**config.mk**
```make
export PLATFORM = sky130hd
export DESIGN_NAME = comar_rand_gen
export DESIGN_NICKNAME = d
export VERILOG_FILES = /design/src/rtl/comar_rand_gen.sv
export SDC_FILE = /design/constraint.sdc
export NUM_CORES = 1
export LEC_CHECK = 0
export BUFFER_PORTS_ARGS = -buffer_cell sky130_fd_sc_hd__buf_2
export CORE_ASPECT_RATIO = 2
export CORE_UTILIZATION = 50
export DETAILED_ROUTE_END_ITERATION = 10
export GPL_TIMING_DRIVEN = 0
export PLACE_DENSITY = 0.73
export SLEW_MARGIN = 20
export SYNTH_ARGS = -nofsm -noshare
export SYNTH_HDL_FRONTEND = slang
export SYNTH_SLANG_ARGS = --single-unit
```
**constraint.sdc**
```tcl
create_clock -name clk -period 2.1 [get_ports clk]
set_clock_uncertainty 0.1 [all_clocks]
set_input_delay 0.315 -clock clk [delete_from_list [all_inputs] [get_ports clk]]
set_output_delay 0.315 -clock clk [all_outputs]
set_load 0.02 [all_outputs]
```
**src/rtl/comar_rand_gen.sv**
```systemverilog
// -----------------------------------------------------------------------------
// comar_rand_gen
//
// Fresh-randomness source for the 2-share COMAR gadget array. Each advancing
// cycle it delivers a 7-bit word. The word is built by running a 31-bit
// Fibonacci LFSR (x^31 + x^28 + 1) forward 7 steps in a single clock. The
// feedback bit of step i drives r[i] for i = 0..5. The feedback bit of step 6
// drives common_out. r and common_out fan out to every gadget instance.
//
// Parameters
//   WARMUP_CYCLES  advancing cycles discarded after a seed is taken (0 allowed)
//   HEALTH_LIMIT   number of consecutive identical valid words that trips the
//                  health alarm (only meaningful with COMAR_RAND_HEALTH_EN)
//
// Ports
//   clk          in   1   single clock, rising edge
//   rst_n        in   1   asynchronous reset, active low
//   seed         in   31  LFSR seed (zero is replaced by 31'h1)
//   seed_valid   in   1   seed offered
//   seed_ready   out  1   seed taken when seed_valid & seed_ready at a rising edge
//   rand_en      in   1   consumer requests a new word (honoured in RUN only)
//   r            out  6   fresh mask bits, registered
//   common_out   out  1   shared output share, registered
//   rand_valid   out  1   r/common_out hold a valid post-warm-up word
//   health_err   out  1   sticky health alarm
//
// Optional feature
//   Define COMAR_RAND_HEALTH_EN to add the repeated-word health monitor.
//   Without it, health_err is tied to 0 and HEALTH_LIMIT has no effect.
// -----------------------------------------------------------------------------
module comar_rand_gen #(
  parameter int WARMUP_CYCLES = 64,
  parameter int HEALTH_LIMIT  = 4
) (
  input  logic        clk,
  input  logic        rst_n,
  input  logic [30:0] seed,
  input  logic        seed_valid,
  output logic        seed_ready,
  input  logic        rand_en,
  output logic [5:0]  r,
  output logic        common_out,
  output logic        rand_valid,
  output logic        health_err
);

  // The counter must reach WARMUP_CYCLES, so it needs clog2(W+1) bits.
  // It is kept at least 1 bit wide so the declaration stays legal when W is 0.
  localparam int CNT_W = (WARMUP_CYCLES > 0) ? $clog2(WARMUP_CYCLES + 1) : 1;
  localparam logic [CNT_W-1:0] CNT_LAST =
    CNT_W'((WARMUP_CYCLES > 0) ? WARMUP_CYCLES - 1 : 0);

  localparam logic [1:0] ST_IDLE   = 2'd0;
  localparam logic [1:0] ST_WARMUP = 2'd1;
  localparam logic [1:0] ST_RUN    = 2'd2;

  // A zero warm-up length sends an accepted seed straight to RUN.
  localparam logic [1:0] ST_SEEDED = (WARMUP_CYCLES == 0) ? ST_RUN : ST_WARMUP;

  // Catch nonsensical parameter values when the design is elaborated.
  if (WARMUP_CYCLES < 0 || HEALTH_LIMIT < 1) begin : g_param_check
    $error("comar_rand_gen: need WARMUP_CYCLES >= 0 and HEALTH_LIMIT >= 1");
  end

  logic [1:0]       state;
  logic [30:0]      lfsr;
  logic [CNT_W-1:0] cnt;

  logic [30:0]      lfsr_walk;
  logic [30:0]      lfsr_next;
  logic [6:0]       word_next;
  logic [30:0]      seed_eff;
  logic             seed_fire;
  logic             health_trip;

  assign seed_ready = (state != ST_WARMUP);
  assign seed_fire  = seed_valid & seed_ready;
  // The all-zero state would lock the LFSR up, so it is replaced by 31'h1.
  assign seed_eff   = (seed == 31'h0) ? 31'h1 : seed;

  // This block unrolls seven LFSR steps. It produces the next register value
  // and the 7 feedback bits that form the next output word.
  always_comb begin
    lfsr_walk = lfsr;
    word_next = '0;
    for (int i = 0; i < 7; i++) begin
      word_next[i] = lfsr_walk[30] ^ lfsr_walk[27];
      lfsr_walk    = {lfsr_walk[29:0], lfsr_walk[30] ^ lfsr_walk[27]};
    end
    lfsr_next = lfsr_walk;
  end

`ifdef COMAR_RAND_HEALTH_EN
  localparam int RUN_W = $clog2(HEALTH_LIMIT + 1);

  logic [RUN_W-1:0] run_cnt;
  logic [RUN_W-1:0] run_cnt_next;
  logic             repeat_word;

  // A new word that equals the previous valid word extends the run.
  // Any other word restarts the run at 1. The alarm trips as soon as the
  // run reaches HEALTH_LIMIT. The run therefore never grows past the limit,
  // and RUN_W bits are enough to hold it.
  always_comb begin
    repeat_word  = rand_valid && (word_next == {common_out, r});
    run_cnt_next = repeat_word ? run_cnt + 1'b1 : RUN_W'(1);
    health_trip  = (run_cnt_next >= RUN_W'(HEALTH_LIMIT));
  end

  // The run counter and the sticky alarm are cleared only by reset or by a
  // newly accepted seed. They update only on cycles that produce a word.
  always_ff @(posedge clk or negedge rst_n) begin
    if (!rst_n) begin
      run_cnt    <= '0;
      health_err <= 1'b0;
    end else if (seed_fire) begin
      run_cnt    <= '0;
      health_err <= 1'b0;
    end else if (state == ST_RUN && rand_en) begin
      run_cnt <= run_cnt_next;
      if (health_trip) begin
        health_err <= 1'b1;
      end
    end
  end
`else
  assign health_trip = 1'b0;
  assign health_err  = 1'b0;
`endif

  // This is the main sequencer.
  // IDLE waits for a seed.
  // WARMUP advances every cycle and discards the words it produces.
  // RUN advances only on request, and a new seed may interrupt it at any time.
  // A seed always takes priority over rand_en, and no word is produced on
  // the edge that accepts a seed.
  always_ff @(posedge clk or negedge rst_n) begin
    if (!rst_n) begin
      state      <= ST_IDLE;
      lfsr       <= 31'h1;
      cnt        <= '0;
      r          <= '0;
      common_out <= 1'b0;
      rand_valid <= 1'b0;
    end else begin
      case (state)
        ST_IDLE: begin
          if (seed_fire) begin
            lfsr  <= seed_eff;
            cnt   <= '0;
            state <= ST_SEEDED;
          end
        end
        ST_WARMUP: begin
          lfsr       <= lfsr_next;
          r          <= word_next[5:0];
          common_out <= word_next[6];
          rand_valid <= 1'b0;
          cnt        <= cnt + 1'b1;
          if (cnt == CNT_LAST) begin
            state <= ST_RUN;
          end
        end
        ST_RUN: begin
          if (seed_fire) begin
            lfsr       <= seed_eff;
            cnt        <= '0;
            rand_valid <= 1'b0;
            state      <= ST_SEEDED;
          end else if (rand_en) begin
            lfsr       <= lfsr_next;
            r          <= word_next[5:0];
            common_out <= word_next[6];
            if (health_trip) begin
              rand_valid <= 1'b0;
              state      <= ST_IDLE;
            end else begin
              rand_valid <= 1'b1;
            end
          end
        end
        default: begin
          state <= ST_IDLE;
        end
      endcase
    end
  end

endmodule

```
Yosys cells after proc, flatten, opt, wreduce, memory -nomap -nowiden
Cells that the tools add are included.
{"block": "totals", "elab_cells": 55, "register_bits": 48, "output_inout_bits": 10}
{"block": "classes", "eq_ne": 10, "mux": 19, "n_addsub": 1, "n_reduce_logical": 11, "bitwise_logic": 8}
{"operator": "two-way mux 31 bit", "n": 4}
{"operator": "case mux 31 bit (3 select lines)", "n": 1}
{"operator": "logical NOT 31 bit", "n": 1}
{"operator": "case mux 7 bit (2 select lines)", "n": 1}
{"operator": "two-way mux 6 bit", "n": 2}
{"operator": "case mux 6 bit (2 select lines)", "n": 1}
{"operator": "inequality test 2 bit, second input constant", "n": 4}
{"operator": "adder 7 x 1 -> 7 bit, second input constant", "n": 1}
{"operator": "equality test 7 x 6 -> 1 bit, second input constant", "n": 1}
{"operator": "two-way mux 7 bit", "n": 1}
{"operator": "bitwise XOR 1 bit", "n": 7}
{"operator": "AND reduction 2 bit", "n": 3}
{"operator": "AND reduction 3 bit", "n": 2}
{"operator": "two-way mux 1 bit", "n": 4}
{"operator": "two-way mux 2 bit", "n": 2}
{"operator": "inequality test 2 x 1 -> 1 bit, second input constant", "n": 2}
{"operator": "case mux 1 bit (2 select lines)", "n": 2}
{"operator": "case mux 2 bit (2 select lines)", "n": 1}
{"operator": "nonzero test 2 bit", "n": 2}
{"operator": "inequality test 3 bit, second input constant", "n": 1}
{"operator": "nonzero test 3 bit", "n": 1}
{"operator": "equality test 2 x 1 -> 1 bit, second input constant", "n": 1}
{"operator": "equality test 2 bit, second input constant", "n": 1}
{"operator": "logical NOT 2 bit", "n": 1}
{"operator": "2 further kinds", "n": 2}

Logic depth before layout (Yosys ltp)
{"block": "logic_depth", "word_depth": 4, "mapped_depth": 7}

Worst setup path after synthesis
OpenSTA, ideal clock, no wires.
{"block": "synth_path", "kind": "register to register", "start": "register state[0]", "end": "register lfsr[1]", "required_time_ns": 1.874, "arrival_time_ns": 1.672, "stages_incl_launch_ff": 8, "path_slack_ns": 0.202, "synth_period_minus_slack_ns": 1.898, "path_cell_list": "dfrtp_1 inv_1 ha_1 nand2b_1 a2bb2oi_4 nor2_2 buf_6 a221o_1"}
{"block": "synth_between", "elab_chain_len": 4, "elab_cells_between_ends": 11}
{"element": "from (decl)", "line": "65", "rtl": "logic [1:0] state;"}
{"element": "from (signal assigned)", "line": "139", "rtl": "state <= ST_IDLE;"}
{"element": "from (signal assigned)", "line": "151", "rtl": "state <= ST_SEEDED;"}
{"element": "from (signal assigned)", "line": "161", "rtl": "state <= ST_RUN;"}
{"element": "inequality test 2 x 1 -> 1 bit", "line": "76", "rtl": "assign seed_ready = (state != ST_WARMUP);"}
{"element": "AND 1 bit", "line": "77", "rtl": "assign seed_fire = seed_valid & seed_ready;"}
{"element": "inequality test 3 bit (no line) (tied with other cells)"}
{"element": "AND reduction 3 bit (no line) or case mux 31 bit (3 select lines) (tied branches)"}
{"element": "to (signal assigned)", "line": "155", "rtl": "lfsr <= lfsr_next;"}
{"element": "to (signal assigned)", "line": "171", "rtl": "lfsr <= lfsr_next;"}
{"element": "to (decl)", "line": "66", "rtl": "logic [30:0] lfsr;"}
Several ways; a longest one is shown, not always the timed one.
A chain may end at the register's enable or synchronous reset.

Worst setup path in the final report
{"block": "layout_path", "start": "register state[1]", "end": "register lfsr[12]"}
The elaborated chain is that of the path after synthesis.

==> run_results.csv <==
group,metric,value,unit
run_status,outcome,"completed",
synthesis,yosys-top-cells-area,"dfrtp_1, a221o_1, and3_1, o21ai_0, ha_1",
synthesis,synth_flop_cell,"dfrtp_1",
drt,drtAntennaViolNets,0,
floorplan,num_io_pins,45,
power_and_ir_drop,peakVddDrop,0.806,mV
synthesis,post_synth_inst_count,215,
synthesis,yosysTopAreaCellShare,0.494,
floorplan,initial_core_util,0.518,
synthesis,async_flop_share,1.00,
clock_tree,clockBufferDepth,2,
synthesis,synth_seq_cells,48,
drt,drt-pass1-iter-count,4,
sta,post-route-min-period,2.03,ns
floorplan,core-area,0.00460,sq mm
power_and_ir_drop,power_leakage,1.28,nW
floorplan,die_h,99.6,microns
finish,areaGrowthSynthToFinish,20.4,%
flow_run,maxCapViolations,0,
worst_setup_path,cp-startpoint,"state[1]$_DFFE_PN0P_",
power_and_ir_drop,power_switching,0.00115,W
place,gp_congestion,0.824,
global_route,grt_max_degree,49,
finish,antennaDiodeCount,0,
min_path,min_path_type,"input pin to flop",
sta,fmax,0.492,GHz
worst_setup_path,r2r_slack,0.07,ns
synthesis,ys_types,43,
floorplan,dieWidth,50.8,microns
synthesis,synth_fp_nets,255,
synthesis,ys_seq_area_frac,0.505,
global_route,grt_pass1_vias,2020,
drt,drt_iter0_drc,92,
finish,num-nets-final,309,
finish,fin_cells,325,
global_route,grt_use_total,0.268,
place,io_buffers,43,
worst_setup_path,cp-endpoint,"lfsr[12]$_DFFE_PN0P_",
synthesis,synth.largest_area_cell,"dfrtp_1",
synthesis,yosysMostFrequentCell,"dfrtp_1",
sta,drv_slew,0,
worst_setup_path,critPathMaxFanout,10,
floorplan,num_rows,35,
sta,fin_hold_ws,0.141,ns
clock_tree,cts_tree,"yes",
worst_setup_path,timing.rr.start,"state[1]$_DFFE_PN0P_",
worst_setup_path,cp.required,2.18,ns
power_and_ir_drop,combPwrFrac,0.328,
clock_tree,clk_latency,0.31,ns
synthesis,yosys-top-cells-count,"dfrtp_1, a221o_1, and3_1, o21ai_0, nand2_1",
sta,worst_pin_slew,0.691,ns
sta,setup_viol,0,
sta,slew_headroom,0.526,
power_and_ir_drop,share_seq_of_total_power,0.489,
finish,layout-drive-gt1-share,0.293,
global_route,grt_pass1_wl,9770,microns
worst_setup_path,critPathLaunchType,"flop",
worst_setup_path,path_class,"flop to flop",
synthesis,yosysWarnings,0,
clock_tree,cts_buffers,5,
drt,drt_wl_total,6400,microns
clock_tree,cts_sinks,48,
global_route,overflow,0,
drt,wl_per_cell,19.7,microns
clock_tree,cts-root-buf,"clkbuf_8",
power_and_ir_drop,p_sw_frac,0.346,
drt,via_count,2024,
clock_tree,clk_pin_slew,0.10,ns
power_and_ir_drop,p_total,0.00332,W
synthesis,syn_area,0.00238,sq mm
worst_setup_path,reg2reg_depth,7,
worst_setup_path,worstPathArrival,2.12,ns
sta,finalHoldViolations,0,
floorplan,dieArea,0.00506,sq mm
clock_tree,h-tree-depth,2,
drt,viasPerCell,6.23,
place,dp_hpwl,4780,microns
place,dp.cells,313,
worst_setup_path,cp-end-kind,"flop",
synthesis,synth-edff-count,0,
worst_setup_path,r2r_end,"lfsr[12]$_DFFE_PN0P_",
global_route,antenna_found_initial,0,
drt,drc_errors,0,
power_and_ir_drop,power_density,1160,mW/mm^2
sta,rsz0062_at_grt,"false",
sta,fin_crit_sh,0.968,
power_and_ir_drop,p_clk_frac,0.182,
synthesis,postSynthAreaPerCell,11.1,sq um
power_and_ir_drop,p_int,0.00217,W
-- cell usage in the layout (no fill, tap or decap), types with 3 or more instances in the layout --
cell type   n
o31ai_1     4
buf_6       3
nand3_1     3
buf_4       4
a221o_1    30
clkbuf_2    3
dfrtp_1    45
nand2_1    10
inv_1       4
buf_2      45
nor2_1      4
nor3_1      8
xnor2_1     6
nor4_1      7
and3_1     25
o21ai_0    18
clkbuf_8    6
-- through the flow --
stage | area (sq um) | setup slack [ns] | utilization | setup TNS (ns)
floorplan | 2380 | 0.202 | - | 0
global placement | 2660 | -0.157 | 0.579 | -3.58
detailed placement | 2660 | -0.173 | 0.579 | -4.25
CTS | 2810 | 0.00398 | 0.612 | 0
global route | 2870 | 0.00331 | 0.623 | 0
finish | 2870 | 0.0672 | 0.623 | 0
-- power by group through the flow --
stage / Combinational [W] / Clock, W / Sequential (W)
6_report: 0.00109 / 0.000605 / 0.00163
5_1_grt: 0.00118 / 0.000632 / 0.00166
4_1_cts: 0.00110 / 0.000602 / 0.00162
3_5_place_dp: 0.00109 / 0 / 0.00163
3_3_place_gp: 0.00107 / 0 / 0.00163
2_1_floorplan: 0.000723 / 0 / 0.00159
-- layer usage --
layer / wire [microns] / global-route usage / share of wire
met4: 388 / 0.186 / 0.061
met1: 2250 / 0.265 / 0.35
met2: 3550 / 0.498 / 0.56
met5: 0 / 0 / 0
met3: 208 / 0.0260 / 0.033
-- registers in the layout, summed over array words and instances, names as in the netlist --
signal and count:
r 6, state 2, cnt 7, common_out 1, lfsr 31, rand_valid 1
-- worst min path at each step --
stage                          start             endpoint  slack, ns  cells after the start
CTS                            rst_n     r[1]$_DFFE_PN0P_       0.12                      1
detailed placement  r[4]$_DFFE_PN0P_     r[4]$_DFFE_PN0P_       0.37                      2
floorplan                      rst_n   cnt[0]$_DFFE_PN0P_      -0.08                      0
global route                 seed[5]  lfsr[5]$_DFFE_PN0P_       0.16                      2
finish                       seed[5]  lfsr[5]$_DFFE_PN0P_       0.14                      2
global placement    r[2]$_DFFE_PN0P_     r[2]$_DFFE_PN0P_       0.36                      2
-- kinds of logic after synthesis --
kind of cell	synth area share
AOI/OAI and AO/OA	0.229
xor gates and xnor gates	0.0258
adders and majority gates	0.0263
buffers and inverters	0.0394
DFF	0.505
muxes	0.00894
other	0.00158
and+or+nand+nor	0.164
-- critical path: stages (launching register included) --
cell and delay (ns):
dfrtp_2 0.43, buf_4 0.14, ha_4 0.17, nor2b_1 0.17
o21a_1 0.23, buf_2 0.19, and3_1 0.19, a221o_1 0.28
-- cell type report --
cell class	instances	area (sq um)
Buffer	12	78.8
Clock inverter	2	15.0
Inverter	5	18.8
Clock buffer	6	82.6
Tap cell	55	68.8
Fill cell	409	1730
Multi-Input combinational cell	150	1130
Sequential cell	48	1200
Timing Repair Buffer	47	263
-- what timing repair did --
| item | in CTS | in global routing |
|---|---|---|
| hold buffers | 0 | 1 |
| gates resized for setup | 6 | 12 |
| endpoints found under the setup margin | 36 | 31 |
| hold endpoints to repair | 0 | 47 |
| buffers inserted | 3 | 0 |
| pin swaps | 1 | 1 |
Power figures use the tool's default switching activity.
